`config.mk`:
```
export PLATFORM = sky130hd
export DESIGN_NAME = mmio_bus_ctrl
export DESIGN_NICKNAME = d
export VERILOG_FILES = /design/src/rtl/mmio_bus_ctrl.sv
export SDC_FILE = /design/constraint.sdc
export NUM_CORES = 2
export LEC_CHECK = 0
export CORE_MARGIN = 1
export CORE_UTILIZATION = 60
export CTS_BUF_LIST = sky130_fd_sc_hd__clkbuf_4
export CTS_CLUSTER_SIZE = 14
export DETAILED_ROUTE_END_ITERATION = 12
export PLACE_DENSITY = 0.8
export SYNTH_ARGS = -nofsm -noshare
export SYNTH_HDL_FRONTEND = slang
export SYNTH_MEMORY_MAX_BITS = 65536
export SYNTH_SLANG_ARGS = --single-unit
```
`constraint.sdc`:
```
create_clock -name clk -period 9.1 [get_ports clk]
set_clock_uncertainty 0.1 [all_clocks]
set_input_delay 1.82 -clock clk [delete_from_list [all_inputs] [get_ports clk]]
set_output_delay 1.82 -clock clk [all_outputs]
set_load 0.005 [all_outputs]
```
`src/rtl/mmio_bus_ctrl.sv`:
```
// Memory-mapped bus controller: mirrored RAM plus an 8-word I/O window holding a
// buffered keypad FIFO, display/LED registers and a prescaled compare timer with irq.
module mmio_bus_ctrl #(
  parameter int          RAM_AW        = 8,
  parameter logic [15:0] IO_BASE       = 16'h00F8,
  parameter int          KFIFO_AW      = 2,
  parameter int          TIMER_PRESC   = 50000,
  parameter logic [15:0] DEFAULT_RDATA = 16'hF345,
  parameter              INIT_FILE     = "ram.dat"
) (
  input  logic        clk,
  input  logic        rst,
  input  logic [15:0] cpu_addr,
  input  logic [15:0] cpu_wdata,
  input  logic        cpu_we,
  input  logic        cpu_re,
  output logic [15:0] cpu_rdata,
  input  logic        key_stb,
  input  logic [3:0]  key_code,
  output logic [15:0] disp_data,
  output logic [7:0]  leds,
  output logic        irq
);

  localparam int RAM_DEPTH = 2 ** RAM_AW;
  localparam int KDEPTH    = 2 ** KFIFO_AW;
  localparam int KCW       = KFIFO_AW + 1;
  localparam int PRESC_W   = (TIMER_PRESC > 1) ? $clog2(TIMER_PRESC) : 1;
  localparam logic [PRESC_W-1:0] PRESC_MAX = PRESC_W'(TIMER_PRESC - 1);

  localparam logic [2:0] OFF_KEY_DATA   = 3'd0;
  localparam logic [2:0] OFF_KEY_STATUS = 3'd1;
  localparam logic [2:0] OFF_DISP       = 3'd2;
  localparam logic [2:0] OFF_LEDS       = 3'd3;
  localparam logic [2:0] OFF_TCOUNT     = 3'd4;
  localparam logic [2:0] OFF_TCMP       = 3'd5;
  localparam logic [2:0] OFF_IRQ        = 3'd6;

  // storage and architectural registers
  logic [15:0]         ram_r [RAM_DEPTH];
  logic [3:0]          kfifo_r [KDEPTH];
  logic [KFIFO_AW-1:0] wr_ptr_r;
  logic [KFIFO_AW-1:0] rd_ptr_r;
  logic [KCW-1:0]      kcount_r;
  logic                ovf_r;
  logic [15:0]         disp_r;
  logic [7:0]          leds_r;
  logic [15:0]         tcount_r;
  logic [PRESC_W-1:0]  presc_r;
  logic [15:0]         tcmp_r;
  logic                timer_flag_r;
  logic                timer_ie_r;

  // decode and side-effect qualifiers
  logic                io_sel_s;
  logic [2:0]          off_s;
  logic [RAM_AW-1:0]   ram_idx_s;
  logic                wr_ram_s;
  logic                wr_status_s;
  logic                wr_disp_s;
  logic                wr_leds_s;
  logic                wr_tcount_s;
  logic                wr_tcmp_s;
  logic                wr_irq_s;
  logic                fifo_empty_s;
  logic                fifo_full_s;
  logic                pop_s;
  logic                push_s;
  logic                flush_s;
  logic                ovf_set_s;
  logic [3:0]          kcount_lo_s;
  logic [3:0]          key_head_s;
  logic                tick_s;
  logic                match_s;

  // address decode and per-register write strobes
  always_comb begin
    io_sel_s    = (cpu_addr[15:3] == IO_BASE[15:3]);
    off_s       = cpu_addr[2:0];
    ram_idx_s   = cpu_addr[RAM_AW-1:0];
    wr_ram_s    = cpu_we & ~io_sel_s & ~rst;
    wr_status_s = cpu_we & io_sel_s & (off_s == OFF_KEY_STATUS);
    wr_disp_s   = cpu_we & io_sel_s & (off_s == OFF_DISP);
    wr_leds_s   = cpu_we & io_sel_s & (off_s == OFF_LEDS);
    wr_tcount_s = cpu_we & io_sel_s & (off_s == OFF_TCOUNT);
    wr_tcmp_s   = cpu_we & io_sel_s & (off_s == OFF_TCMP);
    wr_irq_s    = cpu_we & io_sel_s & (off_s == OFF_IRQ);
  end

  // keypad FIFO control; a pop frees the slot a same-cycle push lands in when full
  always_comb begin
    fifo_empty_s = (kcount_r == KCW'(0));
    fifo_full_s  = (kcount_r == KCW'(KDEPTH));
    pop_s        = cpu_re & io_sel_s & (off_s == OFF_KEY_DATA) & ~fifo_empty_s;
    push_s       = key_stb & (~fifo_full_s | pop_s);
    ovf_set_s    = key_stb & fifo_full_s & ~pop_s;
    flush_s      = wr_status_s & cpu_wdata[15];
    kcount_lo_s  = 4'(kcount_r);
    key_head_s   = kfifo_r[rd_ptr_r];
  end

  // timer tick and compare match, evaluated on pre-edge state
  always_comb begin
    tick_s  = (presc_r == PRESC_MAX);
    match_s = tick_s & (tcmp_r != 16'h0000) & (tcount_r == tcmp_r);
  end

  // RAM write port; contents survive reset
  always_ff @(posedge clk) begin
    if (wr_ram_s) begin
      ram_r[ram_idx_s] <= cpu_wdata;
    end
  end

  // FIFO storage write; pointer and count updates decide whether it is kept
  always_ff @(posedge clk) begin
    if (push_s) begin
      kfifo_r[wr_ptr_r] <= key_code;
    end
  end

  // FIFO pointers, occupancy and sticky overflow
  always_ff @(posedge clk) begin
    if (rst) begin
      wr_ptr_r <= '0;
      rd_ptr_r <= '0;
      kcount_r <= '0;
      ovf_r    <= 1'b0;
    end else begin
      if (flush_s) begin
        wr_ptr_r <= '0;
        rd_ptr_r <= '0;
        kcount_r <= '0;
      end else begin
        if (push_s) begin
          wr_ptr_r <= wr_ptr_r + KFIFO_AW'(1);
        end
        if (pop_s) begin
          rd_ptr_r <= rd_ptr_r + KFIFO_AW'(1);
        end
        case ({push_s, pop_s})
          2'b10:   kcount_r <= kcount_r + KCW'(1);
          2'b01:   kcount_r <= kcount_r - KCW'(1);
          default: kcount_r <= kcount_r;
        endcase
      end
      if (ovf_set_s) begin
        ovf_r <= 1'b1;
      end else if (wr_status_s) begin
        ovf_r <= 1'b0;
      end
    end
  end

  // plain CPU-writable registers
  always_ff @(posedge clk) begin
    if (rst) begin
      disp_r     <= 16'h0000;
      leds_r     <= 8'h00;
      tcmp_r     <= 16'h0000;
      timer_ie_r <= 1'b0;
    end else begin
      if (wr_disp_s) begin
        disp_r <= cpu_wdata;
      end
      if (wr_leds_s) begin
        leds_r <= cpu_wdata[7:0];
      end
      if (wr_tcmp_s) begin
        tcmp_r <= cpu_wdata;
      end
      if (wr_irq_s) begin
        timer_ie_r <= cpu_wdata[8];
      end
    end
  end

  // prescaler, counter and flag; a TCOUNT write beats a tick, a match beats W1C
  always_ff @(posedge clk) begin
    if (rst) begin
      presc_r      <= '0;
      tcount_r     <= 16'h0000;
      timer_flag_r <= 1'b0;
    end else begin
      if (wr_tcount_s) begin
        presc_r  <= '0;
        tcount_r <= 16'h0000;
      end else begin
        presc_r <= tick_s ? '0 : presc_r + PRESC_W'(1);
        if (match_s) begin
          tcount_r <= 16'h0000;
        end else if (tick_s) begin
          tcount_r <= tcount_r + 16'h0001;
        end
      end
      if (match_s) begin
        timer_flag_r <= 1'b1;
      end else if (wr_irq_s && cpu_wdata[0]) begin
        timer_flag_r <= 1'b0;
      end
    end
  end

  // combinational read mux
  always_comb begin
    cpu_rdata = ram_r[ram_idx_s];
    if (io_sel_s) begin
      case (off_s)
        OFF_KEY_DATA:   cpu_rdata = {12'h000, fifo_empty_s ? 4'h0 : key_head_s};
        OFF_KEY_STATUS: cpu_rdata = {8'h00, kcount_lo_s, 1'b0, ovf_r, fifo_full_s, ~fifo_empty_s};
        OFF_DISP:       cpu_rdata = disp_r;
        OFF_LEDS:       cpu_rdata = {8'h00, leds_r};
        OFF_TCOUNT:     cpu_rdata = tcount_r;
        OFF_TCMP:       cpu_rdata = tcmp_r;
        OFF_IRQ:        cpu_rdata = {7'b0, timer_ie_r, 7'b0, timer_flag_r};
        default:        cpu_rdata = DEFAULT_RDATA;
      endcase
    end else begin
      cpu_rdata = ram_r[ram_idx_s];
    end
  end

  assign disp_data = disp_r;
  assign leds      = leds_r;
  assign irq       = timer_flag_r & timer_ie_r;

endmodule

```
== After elaboration in Yosys (flattened, before gate mapping) ==
Memories as Yosys holds them, arrays and structs flattened. A register that Yosys moved wholly into a read port is not among the register bits.
Index checks and enable logic that the tools add are counted.
W data, S select, Z words.
Word-level totals
  output and inout port bits: 41
  RAM bits: 4112
  flip-flop bits (word level): 82
  memories kept: 2
Operators by class
  equal/unequal tests: 12
  add/sub/neg operators: 6
  bitwise gates (word level): 25
  reduce and logical (&&, ||, !) cells: 10
  multiplexer cells: 14
Memories
  ram_r: depth 256, bits a word 16, read ports 1, clocked after memory_dff 0, wr ports 1, line 40  | logic [15:0] ram_r [RAM_DEPTH];
  kfifo_r: depth 4, bits a word 4, read ports 1, clocked after memory_dff 1, wr ports 1, line 41  | logic [3:0] kfifo_r [KDEPTH];
Operators by type and width (number)
  $pmux W16 S7: 1
  $add A16 B1 Y16 const B: 2
  $and A1 B1 Y1: 19
  $eq A16 B16 Y1: 1
  $eq A16 B16 Y1 const B: 1
  $mux W16: 1
  $reduce_bool A16 Y1: 1
  $eq A13 B5 Y1 const B: 1
  $eq A3 B3 Y1 const B: 4
  $mux W1: 8
  $eq A3 B2 Y1 const B: 2
  $logic_not A3 Y1: 2
  $pmux W3 S2: 1
  $reduce_bool A2 Y1: 3
  $reduce_or A3 Y1: 2
  $not A1 Y1: 5
  $add A2 B1 Y2 const B: 2
  $mux W2: 2
  $mux W4: 1
  $add A3 B1 Y3 const B: 1
  $eq A3 B1 Y1 const B: 1
  $sub A3 B1 Y3 const B: 1
  $eq A2 B1 Y1 const B: 1
  $eq A2 B2 Y1 const B: 1
  other kinds (3): 3

== Longest topological paths before layout ==
  depth in word-level cells: 8
  depth in mapped cells: 17

== Worst setup path after synthesis ==
No wires, ideal clock.
  path kind: input -> output
  start: in cpu_addr[0]
  end: out cpu_rdata[11]
  required time: 7180 ps
  stages: 11
  arrival time: 3901 ps
  path slack: 3279 ps
  buffers on the path: 5
  cells stage by stage: buf_6 buf_12 buf_6 buf_6 buf_2 mux4_2 mux2i_1 o22ai_1 nor3_1 o311ai_0 a22o_1
Between the ends
  longest elaborated chain between the ends: 3
Ends and longest elaborated chain
  from (decl): line 13  | input logic [15:0] cpu_addr,
  branches (longest 2 deep; another with $mem_v2 Z256 W16)
  $mux W16 (*): line 207  | if (io_sel_s) begin
  to (decl): line 17  | output logic [15:0] cpu_rdata,
Every way passes the cells marked *.

== Worst setup path in the final report ==
  start: in cpu_addr[5]
  end: out cpu_rdata[15]
Between the ends
  longest elaborated chain between the ends: 2
Ends and longest elaborated chain (line)
  $mem_v2 Z256 W16 / $eq A13 B5 Y1 (equally long branches)
  $mux W16 (*): 207
Every way passes the cells marked *; elsewhere a longest branch is shown, timed or not.

==> results.md <==
| Item | Value |
|---|---|
| Result of the run | complete, but fails checks |
| Failing checks | max-capacitance violations, max-slew violations |
| Total number of yosys warnings | 0 |
| Clock transition at the register clock pins on the worst setup and hold paths after CTS | 0.06 ns |
| Average wire length per cell after detail routing | 34.2 um |
| All-layer global routing usage | 32.8% |
| Setup repair after global routing missed its margin | no |
| Data required time of the worst path | 7.18 ns |
| Yosys top cell by area | edfxtp_1 |
| Placeable core area | 0.269 sq mm |
| Crit path kind | primary input to output pin |
| Number of flip-flops and latches in the synthesized netlist | 4196 |
| Number of top-level pins | 82 |
| Leakage power | 0.0589 uW |
| Most common cell after layout, fill and taps aside | edfxtp_1 |
| Endpoints failing hold | 0 |
| Setup TNS | 0 ns |
| Distinct cell type count after synthesis | 79 |
| Critical path startpoint category | primary input |
| # port buffers | 81 |
| Post-Syn Nets | 7630 |
| Clock tree from TritonCTS | done |
| Source of the critical timing path | cpu_addr[5] |
| Share of final-layout standard cells stronger than drive strength 1 | 32.0% |
| Worst hold path startpoint | disp_data[1]$_SDFFE_PP0P_ |
| Count of flip-flops with a built-in enable after synthesis | 4112 |
| Vias in the first global route | 87.1k |
| Num Clock Sinks | 4196 |
| Clock tree root buffer cell | clkbuf_4 |
| Initial antenna violation count | 38 |
| Reg2reg end | tcount_r[15]$_SDFFE_PP0P_ |
| Count of cells resized by post-cts repair | 0 |
| Clock buffer count from CTS | 965 |
| Vias after detailed routing | 88.5k |
| Number of maximum-capacitance constraint violations | 1 |
| Post-synthesis cell count | 7581 |
| Final Critical Period | 8.86 ns |
| Area growth from synthesis to layout | 11.7% |
| First-pass GRT wire length | 626000 um |
| Reg2reg start | presc_r[0]$_SDFF_PP0_ |
| Worst Tran Pin Value | 1.63 ns |
| Crit. End Element | output pin |
| Avg Inst Size Synth | 21.5 sq um |
| Power density cells | 208 mW/mm^2 |
| Seq/Total Area, Yosys | 76.9% |
| Arrival time worst endpoint | 6.94 ns |
| Horizontal die dimension | 523 um |
| Post-detailed-route count of antenna-violating nets | 0 |
| Y dimension of the die | 523 um |
| Remaining global-route overflow | 0 |
| Hold buffer count at CTS | 0 |
| Final slew viol count | 2 |
| Maximum fanout along the worst path | 24 |
| Pre-CTS setup slack | 0.533 ns |
| Min-delay worst type | flip-flop to flip-flop |
| Max H-tree Level | 6 |
| Count of buffers added by post-CTS timing repair for setup | 0 |
| Initial Utilization | 60.5% |
| Area of the mapped netlist | 0.163 sq mm |
| Final worst-path cycle share | 97.4% |
| Predominant post-synthesis flop cell | edfxtp_1 |
| Share of flip-flops with an asynchronous set or reset after synthesis | 0% |
| Number of DRC markers in iteration 0 | 14.9k |
| Total setup violations reported at the end of the flow | 0 |
| Worst-case clock buffer depth | 4 |
| DRC errors left | 0 |
| Routability cong. | 1.02 |
| Routed vias/inst | 6.80 |
| Die Outline Area | 0.273 sq mm |
| Ranking of synthesized cells by area | edfxtp_1 76%, mux4_2 13%, mux2i_1 2.5%, dfxtp_1 1.0%, nor2_1 0.89% |
| Slack of the critical path | 0.239 ns |
| Share of the synthesized area in the top cell type | 75.9% |
| Reg-to-reg setup timing slack | 6.17 ns |
| Row count | 190 |
| Worst-skew pair later-pin latency | 1.75 ns |
| Max frequency | 113 MHz |
| Maximum resistive drop on vdd | 0.141 mV |
| Final net count | 8714 |
| Hold path cells | 2 |
| Worst relative slew slack | -9.00% |
| HPWL after detailed placement | 271000 um |
| TritonRoute pass-1 iters | 8 |
| Pin count of the biggest net entering global routing | 176 |
| Routed Wire Length | 445000 um |
| End point of the worst hold path | disp_data[1]$_SDFFE_PP0P_ |
| Most frequent cells in the layout | 4112 x edfxtp_1, 1397 x clkbuf_4, 963 x mux4_2, 438 x buf_4, 411 x mux2i_1 |
| Cells on worst reg2reg path | 8 |
per-stage QoR:
| step | hold slack, ns | instance area [sq um] | instances | total power, uW | utilization, % |
|---|---|---|---|---|---|
| after floorplan | 0.353 | 163000 | 7581 | 22700 | - |
| after global placement | 0.370 | 169000 | 11250 | 23600 | 63.0 |
| after detailed placement | 0.379 | 169000 | 11250 | 23700 | 63.0 |
| after CTS | 0.389 | 182000 | 12968 | 37900 | 67.6 |
| after global routing | 0.413 | 182000 | 12974 | 39000 | 67.6 |
| final | 0.388 | 182000 | 13008 | 37900 | 67.6 |
synthesized netlist by cell type, types with 6 or more instances:
| master | count |
|---|---|
| a21oi_1 | 117 |
| a211oi_1 | 33 |
| mux2_2 | 25 |
| ha_1 | 7 |
| nand4_1 | 18 |
| nand3_1 | 82 |
| buf_2 | 137 |
| o22a_1 | 20 |
| a41oi_1 | 6 |
| o211ai_1 | 18 |
| or3_1 | 9 |
| xnor2_1 | 20 |
| nor2_1 | 387 |
| o21ai_0 | 40 |
| a211o_1 | 6 |
| inv_1 | 9 |
| o21ai_1 | 8 |
| buf_1 | 16 |
| a22o_1 | 29 |
| nor2b_1 | 31 |
| mux4_2 | 963 |
| and4_1 | 6 |
| or2_2 | 7 |
| nand2_1 | 214 |
| nand2b_1 | 10 |
| mux2i_1 | 411 |
| buf_4 | 54 |
| buf_8 | 7 |
| dfxtp_1 | 84 |
| a31oi_1 | 25 |
| o22ai_1 | 71 |
| nor3_1 | 22 |
| o221ai_1 | 23 |
| and3_1 | 17 |
| a22oi_1 | 146 |
| xor2_1 | 28 |
| edfxtp_1 | 4112 |
| a221oi_1 | 24 |
| and2_1 | 14 |
| nor4_1 | 15 |
| clkbuf_1 | 141 |
| a32oi_1 | 24 |
| buf_6 | 80 |
cells by family after synthesis:
kind of cell               share of synthesized area (%)
AOI/OAI and AO/OA                                   2.70
xor gates and xnor gates                           0.258
adders and majority gates                         0.0661
buffers and inverters                               1.72
DFF                                                 76.9
muxes                                               16.0
and+or+nand+nor                                     2.33
metal layers:
metal	track usage, %	up-vias	wire length [um]
li1	-	34704	-
met1	43.6	44509	149000
met2	47.8	7968	200000
met3	12.1	1283	70000
met4	17.4	28	26100
met5	0	-	220
final cells by class:
cell class | instances | area, sq um
repair buffers | 555 | 4890
diodes | 40 | 100
well taps | 3552 | 4440
flip-flops and latches | 4196 | 125000
clock inverters | 321 | 1660
fillers | 16029 | 87100
inverters | 12 | 47.5
clock buffers | 1397 | 10500
multi-input cells | 2935 | 34900
sequential cells by signal (all words and copies together), names as in the netlist, named ones only:
signal	count
timer_ie_r	1
disp_data	16
tcmp_r	16
presc_r	16
rd_ptr_r	2
wr_ptr_r	2
timer_flag_r	1
tcount_r	16
ovf_r	1
leds	8
kfifo_r	16
kcount_r	3
ram_r	4096
critical path, stage by stage:
cell and delay, ns:
buf_2 0.65, nor2b_4 1.06, nand2_1 0.56, o22ai_1 0.51, a211o_1 0.22, a211oi_1 0.08
buf_4 0.20, nor4_1 0.71, a31oi_1 0.37, clkdlybuf4s50_1 0.68
power breakdown:
part           total, uW  switching [uW]  internal [uW]
Sequential         21200            10.4          21200
Clock              14600            7380           7180
Combinational       2080            1400            677
Total              37900            8790          29100
worst max path at each step:
stage / endpoint / slack [ns] / cells past startpoint
after global routing: cpu_rdata[15] / 0.54 / 10
final: cpu_rdata[15] / 0.24 / 10
after CTS: cpu_rdata[15] / 0.50 / 10
after global placement: cpu_rdata[15] / 0.53 / 10
after detailed placement: cpu_rdata[15] / 0.53 / 10
after floorplan: cpu_rdata[11] / 3.28 / 11
Note: power is estimated with default switching activity, not from simulation.
